--- src/rtl/up_down_counter_pkg.sv ---
// Shared defaults and parameter legality checks for up_down_counter.
package up_down_counter_pkg;

    localparam int unsigned DEFAULT_WIDTH    = 8;
    localparam int unsigned DEFAULT_PRESCALE = 1;

    function automatic int unsigned max_default(input int unsigned width);
        return (width >= 32) ? 32'hFFFF_FFFF : ((32'd1 << width) - 32'd1);
    endfunction

    function automatic bit width_ok(input int unsigned width);
        return (width >= 2) && (width <= 32);
    endfunction

    function automatic bit max_ok(input int unsigned width, input int unsigned max);
        return (max >= 1) && (max <= max_default(width));
    endfunction

    function automatic bit prescale_ok(input int unsigned prescale);
        return (prescale >= 1) && (prescale <= 65535);
    endfunction

endpackage

--- src/rtl/up_down_counter_prescaler.sv ---
// Enable prescaler: tick on every PRESCALE-th enabled cycle; clr or rst restarts the phase.
module cnt_prescaler #(
    parameter int unsigned PRESCALE = 1
) (
    input  logic clk2,
    input  logic rst,
    input  logic en,
    input  logic clr,
    output logic tick
);

    localparam logic [15:0] LAST = 16'(PRESCALE - 1);

    logic [15:0] phase_q;
    logic [15:0] phase_d;

    assign tick = en && (phase_q == LAST);

    always_comb begin
        phase_d = phase_q;
        if (clr) begin
            phase_d = '0;
        end else if (en) begin
            phase_d = tick ? '0 : (phase_q + 16'd1);
        end
    end

    always_ff @(posedge clk2) begin
        if (rst) begin
            phase_q <= '0;
        end else begin
            phase_q <= phase_d;
        end
    end

endmodule

--- src/rtl/up_down_counter.sv ---
// Prescaled up/down counter with load and terminal-count pulse.
// Define UP_DOWN_COUNTER_SAT_EN to saturate at the boundaries instead of wrapping.
module up_down_counter
    import up_down_counter_pkg::*;
#(
    parameter int unsigned WIDTH    = DEFAULT_WIDTH,
    parameter int unsigned MAX      = max_default(WIDTH),
    parameter int unsigned PRESCALE = DEFAULT_PRESCALE
) (
    input  logic             clk2,
    input  logic             rst,
    input  logic             en,
    input  logic             up,
    input  logic             load,
    input  logic [WIDTH-1:0] load_val,
    output logic [WIDTH-1:0] count,
    output logic             tc
);

    if (!width_ok(WIDTH) || !max_ok(WIDTH, MAX) || !prescale_ok(PRESCALE)) begin : g_bad_params
        $error("up_down_counter: illegal WIDTH/MAX/PRESCALE combination");
    end

    localparam logic [WIDTH-1:0] MAX_V = MAX[WIDTH-1:0];
    localparam logic [WIDTH-1:0] ONE   = {{(WIDTH-1){1'b0}}, 1'b1};

    logic [WIDTH-1:0] count_q;
    logic [WIDTH-1:0] count_d;
    logic             tc_q;
    logic             tc_d;
    logic             tick;

    cnt_prescaler #(
        .PRESCALE (PRESCALE)
    ) u_prescaler (
        .clk2 (clk2),
        .rst  (rst),
        .en   (en),
        .clr  (load),
        .tick (tick)
    );

    // Load wins over a coincident tick and never raises tc.
    always_comb begin
        count_d = count_q;
        tc_d    = 1'b0;
        if (load) begin
            count_d = (load_val > MAX_V) ? MAX_V : load_val;
        end else if (tick) begin
            if (up) begin
                if (count_q == MAX_V) begin
                    tc_d = 1'b1;
`ifdef UP_DOWN_COUNTER_SAT_EN
                    count_d = count_q;
`else
                    count_d = '0;
`endif
                end else begin
                    count_d = count_q + ONE;
                end
            end else begin
                if (count_q == '0) begin
                    tc_d = 1'b1;
`ifdef UP_DOWN_COUNTER_SAT_EN
                    count_d = count_q;
`else
                    count_d = MAX_V;
`endif
                end else begin
                    count_d = count_q - ONE;
                end
            end
        end
    end

    always_ff @(posedge clk2) begin
        if (rst) begin
            count_q <= '0;
            tc_q    <= 1'b0;
        end else begin
            count_q <= count_d;
            tc_q    <= tc_d;
        end
    end

    assign count = count_q;
    assign tc    = tc_q;

endmodule

--- config.mk ---
export PLATFORM = sky130hd
export DESIGN_NAME = up_down_counter
export DESIGN_NICKNAME = d
export VERILOG_FILES = /design/src/rtl/up_down_counter_pkg.sv /design/src/rtl/up_down_counter_prescaler.sv /design/src/rtl/up_down_counter.sv
export SDC_FILE = /design/constraint.sdc
export NUM_CORES = 1
export LEC_CHECK = 0
export BUFFER_PORTS_ARGS = -buffer_cell sky130_fd_sc_hd__buf_2
export CAP_MARGIN = 0
export CORE_AREA = 3 3 60 62
export CTS_CLUSTER_DIAMETER = 200
export DETAILED_ROUTE_END_ITERATION = 8
export DIE_AREA = 0 0 63 65
export PLACE_DENSITY = 0.72
export RECOVER_POWER = 50
export SYNTH_ARGS = -nofsm -noshare
export SYNTH_HDL_FRONTEND = slang
export SYNTH_SLANG_ARGS = --single-unit
--- constraint.sdc ---
create_clock -name clk2 -period 2.25 [get_ports clk2]
set_clock_uncertainty 0.2 [all_clocks]
set_input_delay 0.45 -clock clk2 [delete_from_list [all_inputs] [get_ports clk2]]
set_output_delay 0.45 -clock clk2 [all_outputs]
set_load 0.1 [all_outputs]
==> impl_metrics.yaml, run 1 <==
yosys:
  synth-adder-area-share: 0.04036
  synth_compound_area_frac: 0.1445
  ys.flop_type: "dfxtp_1"
  synth_top_family_by_area: "simple AND/OR/NAND/NOR gates"
  syn_area_sq_um: 1550
  synthSimpleGateAreaFrac: 0.3099
  synth_nets: 212
  yosys-mux-area-fraction: 0.02583
  synthXorXnorAreaFrac: 0.09040
  yosysSeqAreaShare: 0.3228
  synth_area_per_cell_sq_um: 7.991
  synth_edf_count: 0
  synth-async-reset-ratio: 0
  synth_cell_types: 47
  yosys_warnings: 0
  synthCells: 194
  ys_ff_latch: 25
final_layout:
  area_growth_pct: 22.60
  n_antenna_cell: 0
  final_cell_mix: "nor2_1 (27), buf_4 (21), buf_2 (16)"
  final_common_cell: "nor2_1"
  drive_above_1_share: 0.3114
  nets: 247
  finish.utilization: 0.6175
die:
  die_h_microns: 65
  dieArea_sq_um: 4095
  rows: 20
  io_pins: 22
  die_w_microns: 63
  start_util: 0.5037
  core-area_sq_um: 3078
clock_network:
  root_buffer: "clkbuf_4"
  clkTransAtPathRegs_ns: 0.14
  ctsHtreeMaxLevel: 1
  clock_sinks: 25
  cts.path.max_buffers: 2
  holdBufCountCts: 0
  clock_latency_ns: 0.33
  numCtsBuffers: 3
  cts_tree: "yes"
timing:
  grt_setup_unrepaired: "true"
  fin_crit_sh: 1.042
  finalWorstSetupSlack_ns: -0.09526
  slew_violations: 0
  whs_ns: 0.1604
  hold_violations: 0
  fmax_mhz: 426.4
  fin_crit_ns: 2.345
  setup_viol: 1
  worst_slew_pin_slew_ns: 0.7079
  relSlewSlack: 0.5237
critical_path:
  startpoint_type: "flop"
  worstSetupPathType: "reg2reg"
  reg2reg_to: "count[6]"
  r2r_setup_slack_ns: -0.1
  cp.required_ns: 2.28
  end_kind: "flop"
  crit_fanout: 5
  reg2reg_depth: 5
  crit_end: "count[6]"
  arrival_ns: 2.38
  crit_start: "u_prescaler.phase_q[10]"
  r2r_start: "u_prescaler.phase_q[10]"
pwr:
  finalPower_uw: 1015
  vdd_drop_max_uv: 369.9
  powerDensity_nw_per_um2: 534.2
  leakagePower_uw: 0.0007591
detailed_routing:
  drc: 0
  vias: 1540
  wl_microns: 4037
  dr.pass1.iters: 4
  ant_nets: 0
  drt_iter0_markers: 70
  via_per_inst: 5.662
  wl_per_cell_microns: 14.84
placement:
  place_ws_ns: -0.1037
  gp_congestion: 0.8773
  dp_hpwl_microns: 2888
  io_buffer_count: 21
run_status:
  status: "finished with violations"
  violations: "negative setup slack"
global_routing:
  grt_max_degree: 21
  grt_pass1_vias: 1470
  antenna_found_initial: 0
  grt_pass1_wl_microns: 6727
  track_usage: 0.2032
  gr-total-overflow: 0
job:
  cap_viol_max_count: 0
hold_path:
  hold_class: "in2reg"
-- routing by layer --
metal	track usage	routed length, microns	vias up
met1	0.2752	1860	719
li1	-	-	761
met2	0.3347	1874	54
met5	0	0	-
met3	0.04506	260	6
met4	0.03306	42	0
-- cell families (layout without fill, tap and decap cells) --
logic type,Yosys count,in the layout
flops,25,25
xor+xnor,16,16
buf+inv,24,57
compound gates,31,31
mux,4,4
simple gates,89,90
fa+ha+maj,5,5
-- critical path, cell delays in order (launching register included) --
cell and delay, ns:
dfxtp_1 0.36, or4_4 0.58, or4_4 0.61, a211oi_2 0.20
a21oi_2 0.06, a221oi_2 0.23
-- Yosys cell counts, drive strengths merged (2+ instances only) --
cell    count  area [sq um]
or4         5         45.04
a211oi      2         20.02
nor2b       2         12.51
nand2      14         52.55
a32o        2         20.02
nor4        4         31.28
nand2b      2         12.51
or4b        2         23.77
mux2i       4         40.04
and4        2         17.52
nand3       6         30.03
a221oi      2         23.77
and3        2         12.51
a21oi       4         20.02
ha          5         62.56
a31oi       3         18.77
dfxtp      25         500.5
buf         4         27.52
clkbuf      9         33.78
o21ai       8         40.04
inv        11         41.29
xor2        9         78.83
xnor2       7         61.31
nor4b       3         26.28
and2        2         12.51
nor2       28         105.1
nand4       6         37.54
nor3       10         50.05
-- per-stage QoR --
stage          std cells  area (sq um)  TNS (ns)
5_1_grt              272          1901   -0.7287
4_1_cts              270          1868  -0.07885
3_3_place_gp         264          1802  -0.07183
6_report             272          1901  -0.09526
2_1_floorplan        194          1583   -0.2587
3_5_place_dp         264          1802   -0.6144
-- sequential cells by signal (all words and copies together) (netlist names) --
register / count
count: 8
tc: 1
u_prescaler.phase_q: 16
-- final cells by class --
class                      count  area [sq um]
inverter                      11         41.29
sequential                    25         518.0
tap                           44         55.05
timing repair buffer          42         262.8
clock buffer                   4         26.28
fill                         286          1177
multi-input combinational    146         997.2
-- power by group --
group / total [uW] / switching [uW] / internal [uW]
registers: 478 / 18.0 / 460
clock network: 206 / 136 / 69.5
logic: 332 / 224 / 108
total: 1020 / 378 / 637
-- worst min path at each step --
stage	from	end	cells after the start
after CTS	load_val[1]	count[1]	3
after detailed placement	u_prescaler.phase_q[12]	u_prescaler.phase_q[12]	2
after global routing	load_val[4]	count[4]	3
after global placement	u_prescaler.phase_q[12]	u_prescaler.phase_q[12]	2
after floorplan	u_prescaler.phase_q[15]	u_prescaler.phase_q[15]	2
final	load_val[1]	count[1]	3
-- what timing repair did --
item                                    CTS  global route
cloned                                    1             0
setup buffers                             1             2
endpoints found under the setup margin   19            22
pin swaps                                 3             3
gates resized for setup                   9             4
Power figures use the tool's default switching activity.
==> run 2: changes to the inputs <==
--- a/config.mk
+++ b/config.mk
@@ -7,12 +7,13 @@
 export LEC_CHECK = 0
 export BUFFER_PORTS_ARGS = -buffer_cell sky130_fd_sc_hd__buf_2
 export CAP_MARGIN = 0
-export CORE_AREA = 3 3 60 62
+export CORE_AREA = 3 3 63 65
 export CTS_CLUSTER_DIAMETER = 200
 export DETAILED_ROUTE_END_ITERATION = 8
-export DIE_AREA = 0 0 63 65
-export PLACE_DENSITY = 0.72
+export DIE_AREA = 0 0 66 68
+export PLACE_DENSITY = 0.66
 export RECOVER_POWER = 50
 export SYNTH_ARGS = -nofsm -noshare
 export SYNTH_HDL_FRONTEND = slang
 export SYNTH_SLANG_ARGS = --single-unit
+export TNS_END_PERCENT = 30
==> impl_metrics.yaml, run 2 (synthesis gave the netlist of run 1 again) <==
run_status:
  status: "complete, no violations"
clock_network:
  cts_setup_buffers: 0
  clock_latency_ns: 0.33
  cts_tree: "yes"
  cts.path.max_buffers: 2
  clock_sinks: 25
  clkTransAtPathRegs_ns: 0.15
  root_buffer: "clkbuf_4"
  holdBufCountCts: 0
  numCtsBuffers: 3
  ctsHtreeMaxLevel: 1
placement:
  place_ws_ns: -0.09256
  placed_cells: 264
  dp_hpwl_microns: 2799
  io_buffer_count: 21
  gp_congestion: 0.8755
global_routing:
  antenna_found_initial: 0
  met2_usage: 0.2791
  grtUsageMet1: 0.2578
  grt_max_degree: 21
  grt_pass1_wl_microns: 6520
  gr-total-overflow: 0
  busiest_layer: "met2"
  track_usage: 0.1834
  grt_pass1_vias: 1458
  globalRouteMet3Util: 0.03777
job:
  cap_viol_max_count: 0
timing:
  fin_crit_ns: 2.248
  worst_slew_pin_slew_ns: 0.7553
  hold_violations: 0
  relSlewSlack: 0.4919
  setup-tns-final_ns: 0
  setup_viol: 0
  finalWorstSetupSlack_ns: 0.002124
  slew_violations: 0
  fmax_mhz: 444.9
  grt_setup_unrepaired: "true"
  fin_crit_sh: 0.9991
  whs_ns: 0.1583
die:
  die_h_microns: 68
  core-area_sq_um: 3390
  start_util: 0.4574
  io_pins: 22
  rows: 21
  die_w_microns: 66
  dieArea_sq_um: 4488
detailed_routing:
  drt_iter0_markers: 91
  wl_microns: 3820
  wl_per_cell_microns: 14.20
  via_per_inst: 5.766
  drc: 0
  vias: 1551
  ant_nets: 0
  dr.pass1.iters: 4
final_layout:
  area_growth_pct: 19.94
  final-seq-area_sq_um: 518.0
  nets: 242
  nFillCells: 324
  final_cells: 269
  drive_above_1_share: 0.2870
  multi_input_area_sq_um: 978.4
  largest_register_ffs: 16
  final_cell_mix: "nor2_1 (27), dfxtp_1 (15), nand2_1 (14), buf_4 (14), buf_2 (13)"
  n_antenna_cell: 0
  final_common_cell: "nor2_1"
  top_register: "u_prescaler.phase_q"
critical_path:
  crit_fanout: 5
  end_kind: "flop"
  startpoint_type: "flop"
  worstSetupPathType: "reg2reg"
  arrival_ns: 2.31
  cp.required_ns: 2.31
hold_path:
  hold_class: "in2reg"
pwr:
  combPwrFrac: 0.316
  clkPwrFrac: 0.215
  leakagePower_uw: 0.0007340
  internal_power_uw: 633.6
  powerDensity_nw_per_um2: 549.0
  finalPower_uw: 1021
  switching_share: 0.3793
  power_switching_uw: 387.2
  pwr-share-seq: 0.469
  vdd_drop_max_uv: 339.1
==> run 2: path summary, 6_finish.rpt <==
path / start / endpoint / slack [ns] / cells after the start
setup / recovery: u_prescaler.phase_q[0] / count[6] / 0.002 / 7
hold reg to reg: u_prescaler.phase_q[10] / u_prescaler.phase_q[10] / 0.37 / 2
setup reg to reg: u_prescaler.phase_q[0] / count[6] / 0.002 / 7
hold / removal: load_val[1] / count[1] / 0.16 / 3
==> run 2: cell type report <==
type | count | area share
clock buffers | 3 | 0.01211
clock inverters | 1 | 0.003365
inverters | 11 | 0.02221
multi-input cells | 146 | 0.5262
flip-flops and latches | 25 | 0.2786
well taps | 46 | 0.03096
repair buffers | 37 | 0.1265
==> run 2: per-stage QoR <==
step / utilization / instance area [sq um]
2_1_floorplan: - / 1574
3_3_place_gp: 0.5308 / 1799
3_5_place_dp: 0.5308 / 1799
4_1_cts: 0.5404 / 1832
5_1_grt: 0.5485 / 1859
6_report: 0.5485 / 1859
==> run 2: per-layer routing <==
layer / wire (microns) / vias up
met3: 240 / 4
met4: 25 / 0
met2: 1715 / 49
li1: - / 755
met1: 1840 / 743
met5: 0 / -
==> run 2: repair_timing <==
item	in CTS	in global routing
resized for setup	1	10
pin swaps	0	2
hold endpoints to repair	0	0
setup endpoints to repair	3	20
gates cloned	0	1
==> run 2: worst max-delay path, cell delays in order, from the launching register on <==
cell and delay, ns:
dfxtp_2 0.36, inv_2 0.06, ha_4 0.12, or4b_4 0.47, or4_4 0.55, a211oi_2 0.16, a21oi_1 0.07, a221oi_2 0.20
==> run 2: power by group through the flow <==
stage / logic [uW] / registers, uW / clock network [uW]
finish: 323 / 479 / 219
global route: 346 / 483 / 234
CTS: 317 / 478 / 225
detailed placement: 316 / 488 / 0
global placement: 310 / 486 / 0
floorplan: 145 / 583 / 0
